===== src/rtl/systolic_tile_scheduler.sv =====
// systolic_tile_scheduler
// Sequences one K-tiled matrix multiply C = A(M x K) * W(K x N_SIZE) on the
// systolic top. Each K-tile loads N_SIZE weight rows, streams M activation
// rows, pushes N_SIZE-1 zero drain rows and waits for the array's done pulse.
// first_iteration / last_tile steer partial-sum accumulation and the final
// write-back into the output buffer.
module systolic_tile_scheduler #(
    parameter int N_SIZE       = 32,
    parameter int MAX_ROWS     = 512,
    parameter int A_ADDR_WIDTH = 16,
    parameter int W_ADDR_WIDTH = 12,
    parameter int KT_WIDTH     = 8
) (
    input  logic                      clk,
    input  logic                      rst_n,
    input  logic                      start,
    input  logic [$clog2(MAX_ROWS):0] cfg_rows,
    input  logic [KT_WIDTH-1:0]       cfg_ktiles,
    input  logic                      sa_ready,
    input  logic                      sa_done,
    output logic                      a_rd_en,
    output logic [A_ADDR_WIDTH-1:0]   a_rd_addr,
    output logic                      wt_rd_en,
    output logic [W_ADDR_WIDTH-1:0]   wt_rd_addr,
    output logic                      sa_load_weight,
    output logic                      sa_valid_in,
    output logic                      sa_zero_fill,
    output logic                      sa_first_iteration,
    output logic                      sa_last_tile,
    output logic                      busy,
    output logic                      done,
    output logic                      cfg_err
);

    // One counter walks weight rows, activation rows and drain rows in turn,
    // so it must be wide enough for the larger of MAX_ROWS and N_SIZE.
    localparam int ROW_W  = $clog2(MAX_ROWS) + 1;
    localparam int NCNT_W = $clog2(N_SIZE) + 1;
    localparam int CNT_W  = (ROW_W > NCNT_W) ? ROW_W : NCNT_W;

    localparam logic [CNT_W-1:0] W_LAST   = CNT_W'(N_SIZE - 1);
    localparam logic [CNT_W-1:0] D_LAST   = CNT_W'(N_SIZE - 2);
    localparam logic [ROW_W-1:0] ROWS_MAX = ROW_W'(MAX_ROWS);

    typedef enum logic [2:0] {
        IDLE,
        LOAD_W,
        WAIT_RDY,
        STREAM,
        DRAIN,
        WAIT_DONE,
        FINISH
    } state_t;

    state_t state;
    state_t state_next;

    logic [CNT_W-1:0]        cnt;
    logic [KT_WIDTH-1:0]     kt;
    logic [ROW_W-1:0]        rows_q;
    logic [KT_WIDTH-1:0]     ktiles_q;
    logic [A_ADDR_WIDTH-1:0] a_base;
    logic [W_ADDR_WIDTH-1:0] w_base;

    logic load_weight_q;
    logic valid_q;
    logic zero_q;
    logic cfg_err_q;

    logic wt_en;
    logic a_en;
    logic drain;
    logic cnt_inc;
    logic cnt_clr;
    logic latch_cfg;
    logic reject;
    logic tile_next;
    logic job_clear;

    logic             cfg_bad;
    logic             last_kt;
    logic [CNT_W-1:0] row_last;

    assign cfg_bad  = (cfg_rows == '0) || (cfg_ktiles == '0) || (cfg_rows > ROWS_MAX);
    assign last_kt  = (kt == (ktiles_q - KT_WIDTH'(1)));
    assign row_last = CNT_W'(rows_q) - CNT_W'(1);

    // State register; reset aborts any job in flight without a done pulse.
    always_ff @(posedge clk or negedge rst_n) begin
        if (!rst_n) begin
            state <= IDLE;
        end else begin
            state <= state_next;
        end
    end

    // Next-state decode plus the strobes and counter controls owned by each state.
    always_comb begin
        state_next = state;
        wt_en      = 1'b0;
        a_en       = 1'b0;
        drain      = 1'b0;
        cnt_inc    = 1'b0;
        cnt_clr    = 1'b0;
        latch_cfg  = 1'b0;
        reject     = 1'b0;
        tile_next  = 1'b0;
        job_clear  = 1'b0;
        case (state)
            IDLE: begin
                if (start) begin
                    if (cfg_bad) begin
                        reject = 1'b1;
                    end else begin
                        latch_cfg  = 1'b1;
                        state_next = LOAD_W;
                    end
                end
            end
            LOAD_W: begin
                wt_en = 1'b1;
                if (cnt == W_LAST) begin
                    cnt_clr    = 1'b1;
                    state_next = WAIT_RDY;
                end else begin
                    cnt_inc = 1'b1;
                end
            end
            WAIT_RDY: begin
                if (sa_ready) begin
                    state_next = STREAM;
                end
            end
            STREAM: begin
                a_en = 1'b1;
                if (cnt == row_last) begin
                    cnt_clr    = 1'b1;
                    state_next = (N_SIZE > 1) ? DRAIN : WAIT_DONE;
                end else begin
                    cnt_inc = 1'b1;
                end
            end
            DRAIN: begin
                drain = 1'b1;
                if (cnt == D_LAST) begin
                    cnt_clr    = 1'b1;
                    state_next = WAIT_DONE;
                end else begin
                    cnt_inc = 1'b1;
                end
            end
            WAIT_DONE: begin
                if (sa_done) begin
                    if (last_kt) begin
                        state_next = FINISH;
                    end else begin
                        tile_next  = 1'b1;
                        state_next = LOAD_W;
                    end
                end
            end
            FINISH: begin
                job_clear  = 1'b1;
                state_next = IDLE;
            end
            default: begin
                state_next = IDLE;
            end
        endcase
    end

    // Row counter, tile index, latched config and per-tile address bases.
    // Bases advance by rows / N_SIZE per tile, so kt*rows needs no multiplier
    // and both wrap modulo their address width.
    always_ff @(posedge clk or negedge rst_n) begin
        if (!rst_n) begin
            cnt      <= '0;
            kt       <= '0;
            rows_q   <= '0;
            ktiles_q <= '0;
            a_base   <= '0;
            w_base   <= '0;
        end else begin
            if (cnt_clr) begin
                cnt <= '0;
            end else if (cnt_inc) begin
                cnt <= cnt + CNT_W'(1);
            end
            if (latch_cfg) begin
                rows_q   <= cfg_rows;
                ktiles_q <= cfg_ktiles;
                kt       <= '0;
                a_base   <= '0;
                w_base   <= '0;
                cnt      <= '0;
            end
            if (tile_next) begin
                kt     <= kt + KT_WIDTH'(1);
                a_base <= a_base + A_ADDR_WIDTH'(rows_q);
                w_base <= w_base + W_ADDR_WIDTH'(N_SIZE);
            end
            if (job_clear) begin
                kt     <= '0;
                a_base <= '0;
                w_base <= '0;
            end
        end
    end

    // Strobes delayed by the one-cycle buffer read latency, plus the error pulse.
    always_ff @(posedge clk or negedge rst_n) begin
        if (!rst_n) begin
            load_weight_q <= 1'b0;
            valid_q       <= 1'b0;
            zero_q        <= 1'b0;
            cfg_err_q     <= 1'b0;
        end else begin
            load_weight_q <= wt_en;
            valid_q       <= a_en | drain;
            zero_q        <= drain;
            cfg_err_q     <= reject;
        end
    end

    assign wt_rd_en   = wt_en;
    assign a_rd_en    = a_en;
    assign wt_rd_addr = wt_en ? (w_base + W_ADDR_WIDTH'(cnt)) : '0;
    assign a_rd_addr  = a_en ? (a_base + A_ADDR_WIDTH'(cnt)) : '0;

    assign sa_load_weight = load_weight_q;
    assign sa_valid_in    = valid_q;
    assign sa_zero_fill   = zero_q;
    assign cfg_err        = cfg_err_q;

    // busy drops in the FINISH cycle so done and the busy fall coincide.
    assign busy               = (state != IDLE) && (state != FINISH);
    assign done               = (state == FINISH);
    assign sa_first_iteration = busy && (kt == '0);
    assign sa_last_tile       = busy && last_kt;

    // Only one of the two read strobes and one of the delayed strobes may be live.
    assert property (@(posedge clk) disable iff (!rst_n) !(wt_rd_en && a_rd_en));
    assert property (@(posedge clk) disable iff (!rst_n) !(sa_load_weight && sa_valid_in));
    assert property (@(posedge clk) disable iff (!rst_n) !(done && busy));

endmodule

===== config.mk =====
export PLATFORM = sky130hd
export DESIGN_NAME = systolic_tile_scheduler
export DESIGN_NICKNAME = d
export VERILOG_FILES = /design/src/rtl/systolic_tile_scheduler.sv
export SDC_FILE = /design/constraint.sdc
export NUM_CORES = 1
export LEC_CHECK = 0
export BUFFER_PORTS_ARGS = -buffer_cell sky130_fd_sc_hd__buf_2
export CAP_MARGIN = 10
export CORE_ASPECT_RATIO = 1.75
export CORE_UTILIZATION = 45
export DETAILED_ROUTE_END_ITERATION = 6
export PLACE_DENSITY = 0.67
export SLEW_MARGIN = 25
export SYNTH_ARGS = -nofsm -noshare
export SYNTH_HDL_FRONTEND = slang
export SYNTH_SLANG_ARGS = --single-unit
export TNS_END_PERCENT = 100

===== constraint.sdc =====
create_clock -name clk -period 2.7 [get_ports clk]
set_input_delay 0.135 -clock clk [delete_from_list [all_inputs] [get_ports clk]]
set_output_delay 0.135 -clock clk [all_outputs]
set_load 0.05 [all_outputs]

==> flow_summary.toml <==
[timing]
rsz0062_at_grt = "true"
fin_skew_ns = 0.00667
max_slew_margin = 0.400
fin_crit_ns = 2.82
finalHoldViolCount = 14
slew_violations = 0
setup_ws_ns = -0.116
max_freq_mhz = 355
worstMarginPinSlew_ns = 0.901
tns_ns = -0.388
hold_ws_ns = -0.0264
finalSetupViolCount = 6
fin_crit_sh = 1.04

[yosys]
ys_ff_latch = 66
synth_area_leaders = "dfrtp_1 34%, ha_1 8.2%, o21ai_0 5.8%"
synthCells = 563
yosysMostFrequentCell = "dfrtp_1"
synth_top_cell_by_area = "dfrtp_1"
seq_area_frac_synth = 0.336
async_flop_share = 1.00
synth_edf_count = 0
synth_cell_types = 65
netlist.area_leader.share = 0.336
avgSynthCellArea_sq_um = 8.72
synth.cells.most_frequent = "66 x dfrtp_1, 57 x o21ai_0, 44 x nand2_1, 37 x a21oi_1, 32 x ha_1"
mappedNetlistArea_sq_mm = 0.00491
synth_fp_nets = 620
synth-main-ff-cell = "dfrtp_1"
yosys_warnings = 0

[setup_path]
cpMaxStageDelayCell = "dfrtp_1"
r2r-start = "rows_q[2]"
crit_start = "a_base[1]"
path_cells = "ha_1 > a21o_1 > a21o_1 > a211oi_4 > o21ai_2 > a41oi_4 > o21ai_2 > a21oi_2 > buf_6"
path_buf_inv = 1
critPathCaptureType = "output pin"
critical_path_arrival_ns = 2.68
crit_fanout = 6
crit_family = "compound AO/OA/AOI/OAI gates"
path_class = "reg -> out"
cpPeakStageDelay_ns = 0.41
worstSetupStartpointType = "flop"
cp.required_ns = 2.57

[detailed_routing]
first_pass_iters = 5
drc = 0
ant_nets = 0
vias = 4872
wl_per_cell_um = 18.3
viasPerCell = 6.07
drt-total-wl_um = 14700
drtIter0Drc = 343

[cts]
root_buffer = "clkbuf_16"
cts_max_level = 3
cts_num_sinks = 66
clockBufferDepth = 2
numCtsBuffers = 9
clk_latency_ns = 0.34
tritoncts = "yes"
clk_pin_slew_worst_paths_ns = 0.06

[floorplanning]
die_x_um = 81.0
placeableCoreArea_sq_mm = 0.0106
start_util = 0.462
die-height_um = 140
std_cell_rows = 50
ios = 61
dieArea_sq_mm = 0.0113

[place]
placedInstanceArea_sq_mm = 0.00563
dp_cells = 769
dp_hpwl_um = 10800
routabilityCongestion = 0.880
port_buffers = 60

[global_routing]
antenna_found_initial = 0
grt_first_pass_wirelength_um = 23600
first_global_vias = 4880
overflow = 0
grt_max_degree = 67
grt_use_total = 0.275

[status]
outcome = "finished, violations left"
violations = "negative hold slack, negative setup slack"

[layout]
antenna_cells = 0
postLayoutCellArea_sq_mm = 0.00629
drive_gt1_frac = 0.289
area_growth_pct = 28.2
fin_nets = 724
final.fill_count = 935
stdcell_count = 802

[power_and_ir_drop]
peakVddDrop_v = 0.000694
powerDensity_mw_per_mm2 = 1010
p_total_uw = 6340
leakage_uw = 0.00289

[run]
cap_violations = 0

[worst_hold_path]
holdCritPathClass = "in -> async"
[power by group]
group,internal [uW],switching (uW),total (uW)
clock network,740,455,1200
registers,1280,424,1700
logic,1430,2010,3440
total,3450,2890,6340
[final timing paths]
kind / endpoint / slack [ns] / cells past startpoint
hold reg to reg: w_base[11] / 0.51 / 1
setup reg to reg: cnt[7] / 0.10 / 8
min in group clk: ktiles_q[4] / 0.04 / 2
setup / recovery: a_rd_addr[15] / -0.12 / 9
max in group asynchronous: rows_q[2] / 2.05 / 2
hold / removal: cnt[5] / -0.03 / 2
[logic make-up (layout without fill, tap and decap cells)]
family	after synthesis	in the layout	synth area share
AND/OR/NAND/NOR	196	196	0.212
adder cells (fa/ha/maj)	34	34	0.0897
XOR/XNOR	37	37	0.0660
AO/OA/AOI/OAI	164	164	0.217
multiplexers	19	19	0.0431
buffers and inverters	47	156	0.0364
flip-flops	66	66	0.336
[registers in the layout (all words and copies together), names as in the netlist, 3 cells and up]
register / cells
a_base: 16
cnt: 10
rows_q: 10
kt: 8
ktiles_q: 8
w_base: 7
state: 3
[timing repair]
item | CTS | global route
endpoints found under the hold margin | 0 | 0
pin swaps | 14 | 24
hold buffers | 0 | 0
cloned | 0 | 0
setup buffers | 11 | 6
gates resized for setup | 32 | 34
endpoints found under the setup margin | 13 | 42
[per-layer routing]
metal	global-route usage	routed length, um	up-vias
met2	0.477	7740	165
met5	0	0	-
met3	0.0397	578	60
met1	0.301	5420	2379
met4	0.181	955	0
li1	-	-	2268
[stage by stage]
| step | utilization | setup slack [ns] |
|---|---|---|
| finish | 0.592 | -0.116 |
| global route | 0.592 | -0.244 |
| CTS | 0.576 | -0.0313 |
| detailed placement | 0.529 | -0.172 |
| global placement | 0.529 | -0.0313 |
| floorplan | - | -0.0105 |
[layout make-up]
cell class | count | area, sq um | share of cell area
sequential | 66 | 1660 | 0.263
clock inverter | 4 | 51.3 | 0.00815
timing repair buffer | 114 | 795 | 0.126
inverter | 26 | 97.6 | 0.0155
clock buffer | 12 | 246 | 0.0392
multi-input combinational | 450 | 3280 | 0.522
tap | 130 | 163 | 0.0259
[placed cells by master, fill, tap and decap left out, types with 4 or more instances in the layout]
cell       count
o21ai_1        5
clkbuf_16      9
buf_2         49
a21o_1         9
dfrtp_1       63
mux2_2        17
nand3_1       18
nand2b_1       5
a22o_1         9
a31oi_1        4
nor2b_1       11
nor4_1         8
xor2_1        14
and3_1        13
o21ai_2        6
nor3_1        22
nand4_1        6
a211oi_1       5
buf_6         13
a21oi_1       29
o21ai_0       50
nor2_1        29
ha_1          29
a21oi_2        6
or2_2          4
nand2_1       43
buf_4         50
or3_1         10
xnor2_1       23
inv_1         26
No activity file was read; power rests on OpenSTA's default activity.
